File: src/rtl/axi_control_m.sv
// AXI4-Lite master: turns single-beat local read/write commands into AW/W/B or AR/R
// transactions, one at a time, and returns data/status on a valid/ready response port.
//
// state   | meaning
// --------+-----------------------------------------------------------
// IDLE    | cmd_ready_o high, waiting for a command
// WR      | AW and W valids driven, tracking each channel's handshake
// WR_RESP | bready high, waiting for B
// RD_ADDR | arvalid high, waiting for arready
// RD_DATA | rready high, waiting for R
// RSP     | rsp_valid_o high until the requester takes it
module axi_control_m #(
   parameter int ADDR_W = 32,
   parameter int DATA_W = 32
) (
   input  logic                clk_i,
   input  logic                rst_i,
   input  logic                cmd_valid_i,
   output logic                cmd_ready_o,
   input  logic                cmd_we_i,
   input  logic [ADDR_W-1:0]   cmd_addr_i,
   input  logic [DATA_W-1:0]   cmd_wdata_i,
   input  logic [DATA_W/8-1:0] cmd_wstrb_i,
   output logic                rsp_valid_o,
   input  logic                rsp_ready_i,
   output logic [DATA_W-1:0]   rsp_rdata_o,
   output logic [1:0]          rsp_resp_o,
   output logic                axi_awvalid_o,
   output logic [ADDR_W-1:0]   axi_awaddr_o,
   input  logic                axi_awready_i,
   output logic                axi_wvalid_o,
   output logic [DATA_W-1:0]   axi_wdata_o,
   output logic [DATA_W/8-1:0] axi_wstrb_o,
   input  logic                axi_wready_i,
   input  logic                axi_bvalid_i,
   input  logic [1:0]          axi_bresp_i,
   output logic                axi_bready_o,
   output logic                axi_arvalid_o,
   output logic [ADDR_W-1:0]   axi_araddr_o,
   input  logic                axi_arready_i,
   input  logic                axi_rvalid_i,
   input  logic [DATA_W-1:0]   axi_rdata_i,
   input  logic [1:0]          axi_rresp_i,
   output logic                axi_rready_o
);

   localparam int STRB_W = DATA_W / 8;

   typedef enum logic [2:0] {
      IDLE    = 3'd0,
      WR      = 3'd1,
      WR_RESP = 3'd2,
      RD_ADDR = 3'd3,
      RD_DATA = 3'd4,
      RSP     = 3'd5
   } state_t;

   state_t              state_q, state_d;
   logic                cmd_ready_q, cmd_ready_d;
   logic                rsp_valid_q, rsp_valid_d;
   logic [DATA_W-1:0]   rsp_rdata_q, rsp_rdata_d;
   logic [1:0]          rsp_resp_q, rsp_resp_d;
   logic                awvalid_q, awvalid_d;
   logic [ADDR_W-1:0]   awaddr_q, awaddr_d;
   logic                wvalid_q, wvalid_d;
   logic [DATA_W-1:0]   wdata_q, wdata_d;
   logic [STRB_W-1:0]   wstrb_q, wstrb_d;
   logic                bready_q, bready_d;
   logic                arvalid_q, arvalid_d;
   logic [ADDR_W-1:0]   araddr_q, araddr_d;
   logic                rready_q, rready_d;
   logic                aw_done_q, aw_done_d;
   logic                w_done_q, w_done_d;

   logic aw_fin, w_fin;

   always_ff @(posedge clk_i or posedge rst_i) begin
      if (rst_i) begin
         state_q     <= IDLE;
         cmd_ready_q <= 1'b0;
         rsp_valid_q <= 1'b0;
         rsp_rdata_q <= '0;
         rsp_resp_q  <= '0;
         awvalid_q   <= 1'b0;
         awaddr_q    <= '0;
         wvalid_q    <= 1'b0;
         wdata_q     <= '0;
         wstrb_q     <= '0;
         bready_q    <= 1'b0;
         arvalid_q   <= 1'b0;
         araddr_q    <= '0;
         rready_q    <= 1'b0;
         aw_done_q   <= 1'b0;
         w_done_q    <= 1'b0;
      end else begin
         state_q     <= state_d;
         cmd_ready_q <= cmd_ready_d;
         rsp_valid_q <= rsp_valid_d;
         rsp_rdata_q <= rsp_rdata_d;
         rsp_resp_q  <= rsp_resp_d;
         awvalid_q   <= awvalid_d;
         awaddr_q    <= awaddr_d;
         wvalid_q    <= wvalid_d;
         wdata_q     <= wdata_d;
         wstrb_q     <= wstrb_d;
         bready_q    <= bready_d;
         arvalid_q   <= arvalid_d;
         araddr_q    <= araddr_d;
         rready_q    <= rready_d;
         aw_done_q   <= aw_done_d;
         w_done_q    <= w_done_d;
      end
   end

   // A channel counts as finished if it completed earlier or is handshaking now.
   assign aw_fin = aw_done_q | (awvalid_q & axi_awready_i);
   assign w_fin  = w_done_q  | (wvalid_q  & axi_wready_i);

   always_comb begin
      state_d     = state_q;
      cmd_ready_d = cmd_ready_q;
      rsp_valid_d = rsp_valid_q;
      rsp_rdata_d = rsp_rdata_q;
      rsp_resp_d  = rsp_resp_q;
      awvalid_d   = awvalid_q;
      awaddr_d    = awaddr_q;
      wvalid_d    = wvalid_q;
      wdata_d     = wdata_q;
      wstrb_d     = wstrb_q;
      bready_d    = bready_q;
      arvalid_d   = arvalid_q;
      araddr_d    = araddr_q;
      rready_d    = rready_q;
      aw_done_d   = aw_done_q;
      w_done_d    = w_done_q;

      unique case (state_q)
         IDLE: begin
            cmd_ready_d = 1'b1;
            if (cmd_valid_i && cmd_ready_q) begin
               cmd_ready_d = 1'b0;
               if (cmd_we_i) begin
                  awaddr_d  = cmd_addr_i;
                  wdata_d   = cmd_wdata_i;
                  wstrb_d   = cmd_wstrb_i;
                  awvalid_d = 1'b1;
                  wvalid_d  = 1'b1;
                  aw_done_d = 1'b0;
                  w_done_d  = 1'b0;
                  state_d   = WR;
               end else begin
                  araddr_d  = cmd_addr_i;
                  arvalid_d = 1'b1;
                  state_d   = RD_ADDR;
               end
            end
         end
         WR: begin
            aw_done_d = aw_fin;
            w_done_d  = w_fin;
            if (aw_fin) awvalid_d = 1'b0;
            if (w_fin)  wvalid_d  = 1'b0;
            if (aw_fin && w_fin) begin
               bready_d = 1'b1;
               state_d  = WR_RESP;
            end
         end
         WR_RESP: begin
            if (axi_bvalid_i && bready_q) begin
               bready_d    = 1'b0;
               rsp_resp_d  = axi_bresp_i;
               rsp_rdata_d = '0;
               rsp_valid_d = 1'b1;
               state_d     = RSP;
            end
         end
         RD_ADDR: begin
            if (axi_arready_i && arvalid_q) begin
               arvalid_d = 1'b0;
               rready_d  = 1'b1;
               state_d   = RD_DATA;
            end
         end
         RD_DATA: begin
            if (axi_rvalid_i && rready_q) begin
               rready_d    = 1'b0;
               rsp_rdata_d = axi_rdata_i;
               rsp_resp_d  = axi_rresp_i;
               rsp_valid_d = 1'b1;
               state_d     = RSP;
            end
         end
         RSP: begin
            if (rsp_ready_i) begin
               rsp_valid_d = 1'b0;
               cmd_ready_d = 1'b1;
               state_d     = IDLE;
            end
         end
         default: state_d = IDLE;
      endcase
   end

   assign cmd_ready_o   = cmd_ready_q;
   assign rsp_valid_o   = rsp_valid_q;
   assign rsp_rdata_o   = rsp_rdata_q;
   assign rsp_resp_o    = rsp_resp_q;
   assign axi_awvalid_o = awvalid_q;
   assign axi_awaddr_o  = awaddr_q;
   assign axi_wvalid_o  = wvalid_q;
   assign axi_wdata_o   = wdata_q;
   assign axi_wstrb_o   = wstrb_q;
   assign axi_bready_o  = bready_q;
   assign axi_arvalid_o = arvalid_q;
   assign axi_araddr_o  = araddr_q;
   assign axi_rready_o  = rready_q;

endmodule
File: config.mk
export PLATFORM = sky130hd
export DESIGN_NAME = axi_control_m
export DESIGN_NICKNAME = d
export VERILOG_FILES = /design/src/rtl/axi_control_m.sv
export SDC_FILE = /design/constraint.sdc
export NUM_CORES = 1
export LEC_CHECK = 0
export ABC_AREA = 1
export BUFFER_PORTS_ARGS = -buffer_cell sky130_fd_sc_hd__buf_2
export CAP_MARGIN = 0
export CORE_ASPECT_RATIO = 2
export CORE_MARGIN = 2
export CORE_UTILIZATION = 47
export CTS_CLUSTER_DIAMETER = 150
export DETAILED_ROUTE_END_ITERATION = 12
export PLACE_DENSITY_LB_ADDON = 0.12
export SETUP_SLACK_MARGIN = 0.05
export SLEW_MARGIN = 20
export SYNTH_ARGS = -nofsm -noshare
export SYNTH_HDL_FRONTEND = slang
export SYNTH_SLANG_ARGS = --single-unit
File: constraint.sdc
create_clock -name clk_i -period 5.05 [get_ports clk_i]
set_input_delay 0.2525 -clock clk_i [delete_from_list [all_inputs] [get_ports clk_i]]
set_output_delay 0.2525 -clock clk_i [all_outputs]
set_load 0.01 [all_outputs]
==> results by group <==
Run status
  • Status: complete, but fails checks
  • Failing checks: hold timing

Critical path
  • Worst path max stage delay: 0.76 ns
  • CP max FO: 63
  • Crit Path Category: flip-flop to flip-flop
  • Worst Setup Start Kind: flip-flop
  • Most common cell on crit path: buf_4
  • Worst R2R Start: state_q[2]
  • CP required: 5.38 ns
  • CP Capture Point: axi_awaddr_o[14]
  • Critical path data arrival time: 3.06 ns
  • Critical path endpoint category: flip-flop
  • Reg2reg setup slack: 2.31 ns
  • Crit path cell chain: inv_1 -> nand2_2 -> nor3_4 -> buf_4 -> inv_2 -> buf_4 -> nand2_1 -> o21ai_1
  • Crit. Startpoint: state_q[2]
  • R2R Path End: axi_awaddr_o[14]
  • Worst path slowest cell: inv_2
  • Worst reg-to-reg path cell count: 8

Timing
  • Fin. max-slew vios: 0
  • Rel. slew slack: 34.15%
  • Final cycle utilization of the critical path: 54.16%
  • Fin Setup TNS: 0 ns
  • Min Tclk post-route: 2.735 ns
  • Final Hold Viols: 13
  • Fmax: 0.3656 GHz
  • Clock Skew: 0.01096 ns
  • RSZ-0062 raised after global routing: no
  • Slew @ Worst Pin: 0.9863 ns
  • Final setup viols: 0
  • Hold slack: -0.02239 ns

CTS
  • Clk buf depth: 2
  • CTS tree: yes
  • Clock latency on the worst-skew pair: 0.41 ns
  • Clk slew on worst S/H paths: 0.06 ns
  • Setup repair bufs after CTS: 0
  • CTS Hold Buffers Added: 0
  • Num CTS Buffers: 17
  • Clock root buffer: clkbuf_16
  • Post_cts resized: 0
  • CTS Sinks: 146
  • H-tree depth: 4

Global route
  • Total track usage: 22.10%
  • Vias in the first global route: 4867
  • GR Layer Usage met2: 36.66%
  • Grt total ovfl: 0
  • Most used routing layer: met2
  • Largest net degree at the start of global routing: 91
  • Met3 track demand over resource: 5.955%
  • Met1 usage: 25.99%
  • Global-route wire length before repair: 22.49 mm
  • Initial antenna violation count: 0

Pwr
  • Maximum vdd drop: 0.3272 mV
  • Power per cell area: 641.4 nW/um^2
  • Leakage: 4.543 nW

Die
  • Die ar.: 13200 sq um
  • Die width: 82.24 microns
  • Ports: 255
  • Core area: 12050 sq um
  • Initial Util: 47.74%
  • Die Y: 160.5 microns
  • Site row count: 57

Routing
  • Via Count: 4956
  • DRT Wirelength: 14.31 mm
  • Drt wl/cell: 13.75 microns
  • Initial DRT Pass Iterations: 4
  • Via-to-Cell Ratio: 4.761
  • DRT iter0 DRCs: 233
  • Residual DRC: 0
  • Detail Route Antenna Nets: 0

Finish
  • Layout Nets: 997
  • Layout area overhead: 33.70%
  • # fillers: 1058
  • Proportion of layout cells with a drive suffix above 1: 33.33%
  • Layout Cells excl Fill: 1041
  • Most frequent cells in the layout: buf_2, nand2_1, dfrtp_1
  • ANT cells: 0
  • Most common cell after layout, fill and taps aside: buf_2
  • Final core occ: 63.83%

Min path
  • Hold Path Class: input port to async pin

Placed design
  • Gpl congestion: 0.8790
  • DP Cell Count: 1010
  • Port buffer count: 254
  • HPWL after DPL: 10.26 mm

Logic synthesis
  • Number of synthesized register bits: 146
  • Avg Cell Area, Syn: 9.048 sq um
  • Yosys warns: 0
  • Post-Syn Nets: 750
  • Distinct cells, synth: 21
  • Mapped Cells: 636
  • Sequential-to-total area share from yosys stat: 63.49%
  • Netlist Area Pre-Place: 5754 sq um

Flow run
  • Maxcap violations: 0
==> final cells by class <==
type	count	area [sq um]	area share (%)
tap	147	183.9	2.391
clock buffer	17	425.4	5.529
multi-input combinational	380	1634	21.24
clock inverter	13	186.4	2.423
timing repair buffer	258	1305	16.96
sequential	146	3654	47.49
inverter	80	305.3	3.968
==> state kept, by name, indices dropped and copies added (netlist names) <==
signal         count
axi_araddr_o      32
axi_wdata_o       32
rsp_rdata_o       32
axi_arvalid_o      1
aw_done_q          1
w_done_q           1
rsp_resp_o         2
axi_bready_o       1
axi_awaddr_o      32
rsp_valid_o        1
axi_wvalid_o       1
state_q            3
cmd_ready_o        1
axi_awvalid_o      1
axi_rready_o       1
axi_wstrb_o        4
==> stage by stage <==
stage	total power [mW]	hold WS, ns	cell area, sq um	worst slack [ns]
3_3_place_gp	3.595	0.4456	7063	2.432
6_report	4.935	-0.02239	7694	2.315
3_5_place_dp	3.659	0.4536	7063	2.279
2_1_floorplan	2.935	0.3691	5754	0.8745
4_1_cts	4.985	0.01102	7675	2.272
5_1_grt	5.316	0.02492	7694	1.987
==> worst max-delay path, delay by kind of cell, from the launching register on <==
family	cells	cell delay [ns]
flip-flops	1	0.55
buffers and inverters	4	1.69
AO/OA/AOI/OAI	1	0.12
AND/OR/NAND/NOR	3	0.29
==> synth_stat cells, drive strengths merged <==
master	number	area share [%]
a21oi	3	0.26
buf	25	2.7
clkbuf	5	0.37
dfrtp	146	63
inv	80	5.2
nand2	249	16
nand3	15	1.5
nand4	2	0.22
nor2	6	0.57
nor3	1	0.28
o21a	1	0.13
o21ai	103	9.0
==> cells by family after synthesis <==
kind of cell / share of synthesized area, %
AND/OR/NAND/NOR: 18.83
buffers and inverters: 8.328
AO/OA/AOI/OAI: 9.350
flip-flops: 63.49
==> power by group <==
part / total [mW] / switching (mW) / internal [mW]
registers: 1.99 / 0.307 / 1.68
clock network: 1.30 / 0.474 / 0.823
logic: 1.65 / 1.00 / 0.652
total: 4.93 / 1.78 / 3.15
==> layer usage <==
| layer | up-vias | wire length (microns) |
|---|---|---|
| li1 | 2445 | - |
| met1 | 2295 | 5560 |
| met2 | 182 | 7346 |
| met3 | 34 | 1020 |
| met4 | 0 | 384 |
| met5 | - | 0 |
==> worst min path at each step <==
| stage | from | end | slack [ns] |
|---|---|---|---|
| global placement | rst_i | rsp_rdata_o[15] | 0.45 |
| global route | cmd_wdata_i[6] | axi_wdata_o[6] | 0.02 |
| finish | rst_i | axi_araddr_o[14] | -0.02 |
| CTS | rst_i | axi_araddr_o[14] | 0.01 |
| detailed placement | axi_wdata_o[6] | axi_wdata_o[6] | 0.45 |
| floorplan | cmd_wdata_i[25] | axi_wdata_o[25] | 0.37 |
Note: power is estimated with default switching activity, not from simulation.
